## src/rtl/ub_read_sequencer_pkg.sv

```systemverilog
// Shared types for the unified-buffer read sequencer.
// Byte/address types, read latency and sequencer FSM states.
package ub_read_sequencer_pkg;

  typedef logic [7:0] BYTE_TYPE;

  localparam int UB_TILE_WIDTH = 4096;
  localparam int UB_READ_LATENCY = 3;

  typedef logic [$clog2(UB_TILE_WIDTH)-1:0] BUFFER_ADDRESS_TYPE;

  typedef enum logic [1:0] {
    IDLE,
    ISSUE,
    DRAIN,
    DONE
  } ub_rd_state_t;

endpackage

```

## src/rtl/ub_read_sequencer_return_fifo.sv

```systemverilog
// Show-ahead return FIFO holding {last, row bytes}.
// Caller guarantees no push when full (credit scheme upstream).
module ub_return_fifo #(
  parameter int W = 113,
  parameter int DEPTH = 4,
  localparam int CW = $clog2(DEPTH + 1),
  localparam int PW = (DEPTH > 1) ? $clog2(DEPTH) : 1
) (
  input  logic          clk,
  input  logic          rst,
  input  logic          push,
  input  logic [W-1:0]  push_data,
  input  logic          pop,
  output logic [W-1:0]  head,
  output logic [CW-1:0] count
);

  logic [W-1:0]  mem_q [DEPTH];
  logic [PW-1:0] wptr_q, wptr_d;
  logic [PW-1:0] rptr_q, rptr_d;
  logic [CW-1:0] count_q, count_d;
  logic          do_pop;

  function automatic logic [PW-1:0] bump(input logic [PW-1:0] p);
    return (p == PW'(DEPTH - 1)) ? '0 : p + 1'b1;
  endfunction

  always_comb begin
    do_pop  = pop && (count_q != '0);
    wptr_d  = push ? bump(wptr_q) : wptr_q;
    rptr_d  = do_pop ? bump(rptr_q) : rptr_q;
    count_d = count_q + CW'(push) - CW'(do_pop);
  end

  always_ff @(posedge clk or posedge rst) begin
    if (rst) begin
      wptr_q  <= '0;
      rptr_q  <= '0;
      count_q <= '0;
    end else begin
      wptr_q  <= wptr_d;
      rptr_q  <= rptr_d;
      count_q <= count_d;
    end
  end

  always_ff @(posedge clk) begin
    if (push) mem_q[wptr_q] <= push_data;
  end

  assign head  = mem_q[rptr_q];
  assign count = count_q;

endmodule

```

## src/rtl/ub_read_sequencer.sv

```systemverilog
// Issues strided row reads on unified_buffer port 0 and streams
// the returned rows out through a credit-protected FIFO.
module ub_read_sequencer
  import ub_read_sequencer_pkg::*;
#(
  parameter int MATRIX_WIDTH = 14,
  parameter int TILE_WIDTH   = UB_TILE_WIDTH,
  parameter int READ_LATENCY = UB_READ_LATENCY,
  parameter int FIFO_DEPTH   = 4
) (
  input  logic                          clk,
  input  logic                          rst,
  input  logic                          cmd_valid,
  output logic                          cmd_ready,
  input  BUFFER_ADDRESS_TYPE            cmd_base_addr,
  input  logic [15:0]                   cmd_rows,
  input  logic [7:0]                    cmd_stride,
  output BUFFER_ADDRESS_TYPE            ub_address0,
  output logic                          ub_en0,
  input  BYTE_TYPE [0:MATRIX_WIDTH-1]   ub_read_port0,
  output logic                          out_valid,
  input  logic                          out_ready,
  output BYTE_TYPE [0:MATRIX_WIDTH-1]   out_data,
  output logic                          out_last,
  output logic                          busy
);

  localparam int DW = 8 * MATRIX_WIDTH;
  localparam int CW = $clog2(FIFO_DEPTH + 1);
  localparam int AW = $bits(BUFFER_ADDRESS_TYPE);
  localparam int RL = READ_LATENCY;

  ub_rd_state_t       state_q, state_d;
  BUFFER_ADDRESS_TYPE cur_q, cur_d;
  BUFFER_ADDRESS_TYPE addr_q, addr_d;
  logic [7:0]         stride_q, stride_d;
  logic [15:0]        rem_q, rem_d;
  logic               en_q, en_d;
  logic               last_q, last_d;
  logic [RL-1:0]      sr_v_q, sr_v_d;
  logic [RL-1:0]      sr_l_q, sr_l_d;
  logic [CW-1:0]      infl_q, infl_d;

  logic [DW:0]        head;
  logic [CW-1:0]      count;
  logic               push, pop, credit;
  logic [CW:0]        occ;
  logic [AW:0]        sum;

  ub_return_fifo #(
    .W     (DW + 1),
    .DEPTH (FIFO_DEPTH)
  ) u_fifo (
    .clk       (clk),
    .rst       (rst),
    .push      (push),
    .push_data ({sr_l_q[RL-1], ub_read_port0}),
    .pop       (pop),
    .head      (head),
    .count     (count)
  );

  assign push      = sr_v_q[RL-1];
  assign out_valid = (count != '0);
  assign pop       = out_valid && out_ready;
  assign out_data  = out_valid ? head[DW-1:0] : '0;
  assign out_last  = out_valid && head[DW];
  assign cmd_ready = (state_q == IDLE) && !rst;
  assign busy      = (state_q != IDLE) || (cmd_valid && cmd_ready);
  assign ub_en0    = en_q;
  assign ub_address0 = addr_q;

  // Occupancy counts reads in flight plus rows queued, net of this pop.
  assign occ    = (CW+1)'(infl_q) + (CW+1)'(count) - (CW+1)'(pop);
  assign credit = occ < (CW+1)'(FIFO_DEPTH);
  assign sum    = {1'b0, cur_q} + (AW+1)'(stride_q);

  always_comb begin
    state_d  = state_q;
    cur_d    = cur_q;
    stride_d = stride_q;
    rem_d    = rem_q;
    addr_d   = addr_q;
    en_d     = 1'b0;
    last_d   = 1'b0;
    unique case (state_q)
      IDLE: begin
        if (cmd_valid) begin
          cur_d    = cmd_base_addr;
          stride_d = cmd_stride;
          rem_d    = cmd_rows;
          state_d  = (cmd_rows != '0) ? ISSUE : DONE;
        end
      end
      ISSUE: begin
        if (credit) begin
          en_d   = 1'b1;
          last_d = (rem_q == 16'd1);
          addr_d = cur_q;
          cur_d  = (sum >= (AW+1)'(TILE_WIDTH)) ?
                   AW'(sum - (AW+1)'(TILE_WIDTH)) : AW'(sum);
          rem_d  = rem_q - 16'd1;
          if (rem_q == 16'd1) state_d = DRAIN;
        end
      end
      DRAIN: begin
        if (infl_q == '0 &&
            (count == '0 || (count == CW'(1) && pop)))
          state_d = IDLE;
      end
      DONE:    state_d = IDLE;
      default: state_d = IDLE;
    endcase
    sr_v_d = (sr_v_q << 1) | RL'(en_q);
    sr_l_d = (sr_l_q << 1) | RL'(last_q);
    infl_d = infl_q + CW'(en_d) - CW'(push);
  end

  always_ff @(posedge clk or posedge rst) begin
    if (rst) begin
      state_q  <= IDLE;
      cur_q    <= '0;
      addr_q   <= '0;
      stride_q <= '0;
      rem_q    <= '0;
      en_q     <= 1'b0;
      last_q   <= 1'b0;
      sr_v_q   <= '0;
      sr_l_q   <= '0;
      infl_q   <= '0;
    end else begin
      state_q  <= state_d;
      cur_q    <= cur_d;
      addr_q   <= addr_d;
      stride_q <= stride_d;
      rem_q    <= rem_d;
      en_q     <= en_d;
      last_q   <= last_d;
      sr_v_q   <= sr_v_d;
      sr_l_q   <= sr_l_d;
      infl_q   <= infl_d;
    end
  end

endmodule

```

## config.mk

```make
export PLATFORM = sky130hd
export DESIGN_NAME = ub_read_sequencer
export DESIGN_NICKNAME = d
export VERILOG_FILES = /design/src/rtl/ub_read_sequencer_pkg.sv /design/src/rtl/ub_read_sequencer_return_fifo.sv /design/src/rtl/ub_read_sequencer.sv
export SDC_FILE = /design/constraint.sdc
export NUM_CORES = 1
export LEC_CHECK = 0
export ABC_AREA = 0
export ABC_CLOCK_PERIOD_IN_PS = 7370
export CAP_MARGIN = 15
export CORE_ASPECT_RATIO = 1.5
export CORE_UTILIZATION = 55
export DETAILED_ROUTE_END_ITERATION = 7
export GPL_TIMING_DRIVEN = 0
export PLACE_DENSITY_LB_ADDON = 0.15
export SLEW_MARGIN = 0
export SYNTH_ARGS = -nofsm -noshare
export SYNTH_HDL_FRONTEND = slang
export SYNTH_SLANG_ARGS = --single-unit
```

## constraint.sdc

```tcl
create_clock -name clk -period 7.37 [get_ports clk]
set_input_delay 1.474 -clock clk [delete_from_list [all_inputs] [get_ports clk]]
set_output_delay 1.474 -clock clk [all_outputs]
set_load 0.1 [all_outputs]
```

==> summary.md <==
| Metric | Value |
|---|---|
| Run status | `complete, no violations` |
| Critical path endpoint category | `output port` |
| Yosys warnings | `0` |
| Crit-path max cell delay | `about 1.2 ns` |
| # IOs | `~280` |
| Gr ovfl total | `0` |
| CP most frequent cell | `clkbuf_1` |
| Top cell type by total area after synthesis | `edfxtp_1` |
| FF-to-FF Start | `u_fifo.count[1]` |
| Synth cell types | `63` |
| Peak Freq | `approximately 190 MHz` |
| Hold Path Class | `reg -> reg` |
| Setup Buffers After CTS | `0` |
| Floorplan row count | `86` |
| Fin. Hold Viols | `0` |
| CP startpoint | `u_fifo.rptr_q[1]` |
| Largest net degree at the start of global routing | `69` |
| Vias | `between 10000 and 15000` |
| HP Start | `sr_l_q[1]` |
| Sequential cell area | `between 15000 and 20000 µm²` |
| Worst r2r dst | `infl_q[2]` |
| Max-Cap Viols | `0` |
| Initial Utilization | `0.561` |
| Fillers | `2471` |
| Syn Inst Count | `1115` |
| Post-synthesis sequential area ratio | `0.735` |
| Vias per inst | `5.67` |
| Startpoint Class | `register` |
| Max_slew headroom | `0.281` |
| Final Max Tran Viols | `0` |
| Hold path depth | `0` |
| Critical Path RT | `about 5.9 ns` |
| Post-DP HPWL | `28000 µm` |
| GRT Util Overall | `0.228` |
| Reg2Reg Depth | `16` |
| Slowest-stage cell, CP | `clkdlybuf4s50_1` |
| CTS Sinks | `between 500 and 600` |
| Final setup vio count | `0` |
| Crit-path cells | `clkbuf_1 -> buf_2 -> clkbuf_1 -> mux4_2 -> and2_1 -> clkdlybuf4s50_1` |
| Netlist Area Pre-Place | `20800 µm²` |
| Syn Nets | `1293` |
| Crit Path Class | `reg -> out` |
| First-pass GRT wire length | `~66000 µm` |
| Mapped Avg Cell Area | `~19 µm²` |
| Crit path DAT | `roughly 3.8 ns` |
| Final period demand of the worst path | `5.31 ns` |
| Critical path peak fanout | `10` |
| # hold bufs at CTS | `0` |
| Period utilisation layout | `0.721` |
| TritonCTS clock tree | `done` |
| Post-CTS sizing | `0` |
| Final antenna-violating net count | `0` |
| Asr flop ratio synth | `0.131` |
| Worst R2R Setup Slack | `between 3 and 4 ns` |
| Synth cell count leaders | `edfxtp_1, and2_1, mux4_2, dfrtp_1, nand2_1` |
| Core Region | `roughly 37000 µm²` |
| Die X | `approximately 160 µm` |
| Area of the multi-input gates | `approximately 5200 µm²` |
| Full die area | `slightly below 40000 µm²` |
| Worst setup path endpoint | `out_data[108]` |
| Layout cells sized above 1 | `0.152` |
| Setup TNS | `0 ns` |
| CTS Buf Count | `between 40 and 50` |
| Area grow syn2layout | `24.4%` |
| Post-synth EDFFs | `between 400 and 500` |
| DR pass1 iterations | `5` |
| Antenna violations before repair | `5` |
| Post-Route Skew | `approximately 0.018 ns` |
| Clock Path Buffers | `3` |
| Primary FF master, synth | `edfxtp_1` |
| Final wirelength | `approximately 43000 µm` |
| CTS clk-pin slew, worst paths | `0.06 ns` |
| Least-Margin Pin Slew | `~1.1 ns` |
| Number of global-route vias before repair | `11900` |
| GP Congestion | `around 0.85` |
| Nets | `around 1600` |
| DRC viols | `0` |
| PortBufs | `280` |
| Root Driver | `clkbuf_16` |
| Flop and latch count out of synthesis | `520` |
| Unrepaired setup endpoints after global routing | `no` |
| Most frequent cell after synthesis | `edfxtp_1` |
| Die Ht | `240 µm` |
| Worst skew pair latency | `0.55 ns` |
| Post-synth top area share | `0.654` |
| Htree depth | `2` |
| Detailed Route Iter0 Violations | `729` |
| Avg WL per Cell | `21.9 µm` |
| Synth top area cells | `edfxtp_1, mux4_2, dfrtp_1` |
-- worst min-delay path by stage --
stage / to
detailed placement: sr_v_q[2]
finish: sr_l_q[2]
CTS: sr_v_q[2]
floorplan: sr_l_q[0]
global route: sr_v_q[2]
global placement: sr_l_q[0]
-- cells by family after synthesis --
group	share of synthesized area
multiplexers	0.128
XOR/XNOR	0.00295
flip-flops	0.735
AO/OA/AOI/OAI	0.0340
AND/OR/NAND/NOR	0.0663
adder cells (fa/ha/maj)	0.0167
buffers and inverters	0.0167
-- layout by cell type, fill, tap and decap left out, types with 5 or more instances in the layout --
cell	netlist	layout
o21ai_1	15	15
a21oi_1	24	24
nor3_1	13	13
dfrtp_1	68	68
and2_1	118	114
nand2_1	58	58
o21ai_0	18	18
o211ai_1	5	5
mux2_2	8	8
o2bb2ai_1	8	8
clkbuf_1	31	41
mux4_2	113	113
buf_16	0	8
inv_1	29	28
a22oi_1	6	6
nor2_1	22	22
clkbuf_16	0	46
buf_2	19	19
clkinv_1	0	9
ha_1	23	23
clkdlybuf4s50_1	0	280
o21a_1	5	5
edfxtp_1	452	452
nand3_1	9	9
nor4_1	5	5
clkinv_2	0	8
-- metrics by stage --
stage               worst slack (ns)  hold slack, ns  cells  utilization  cell area [µm²]
floorplan                       2.28           0.331   1115            -            20800
global placement                1.44           0.334   1879        0.653            24200
detailed placement              2.50           0.336   1887        0.659            24400
CTS                             1.90           0.351   1967        0.698            25800
global route                    1.79           0.352   1968        0.698            25800
finish                          2.06           0.349   1970        0.698            25800
-- final cells by class --
| cell class | instances | share of cell area |
|---|---|---|
| antenna | 3 | 0.000291 |
| buffer | 53 | 0.00906 |
| clock buffer | 58 | 0.0468 |
| clock inverter | 22 | 0.00814 |
| inverter | 30 | 0.00446 |
| multi-input combinational | 512 | 0.200 |
| sequential | 520 | 0.591 |
| tap | 484 | 0.0234 |
| timing repair buffer | 288 | 0.117 |
-- per-layer routing --
layer | up-vias | share of wire | GRT usage
met5 | - | 0.0013 | 0
met4 | 8 | 0.025 | 0.0753
met3 | 78 | 0.056 | 0.0445
met2 | 319 | 0.54 | 0.417
met1 | 5712 | 0.38 | 0.270
li1 | 5059 | - | -
-- flip-flops by register name, indices dropped and copies added (netlist names) --
signal and flops:
infl_q 3, last_q 1, ub_en0 1, ub_address0 12
sr_v_q 3, stride_q 8, sr_l_q 3, u_fifo.mem_q 452
u_fifo.wptr_q 2, state_q 2, rem_q 16, u_fifo.rptr_q 2
cur_q 12, u_fifo.count 3
-- critical path: cells and delay by family (launching register included) --
family	cells	cell delay, ns
buffers and inverters	4	2.43
muxes	1	0.34
and+or+nand+nor	1	0.15
DFF	1	0.35
Power is left out: the tool's default activity adds up to more than one toggle a clock period on the data nets, which glitch-free logic cannot reach.
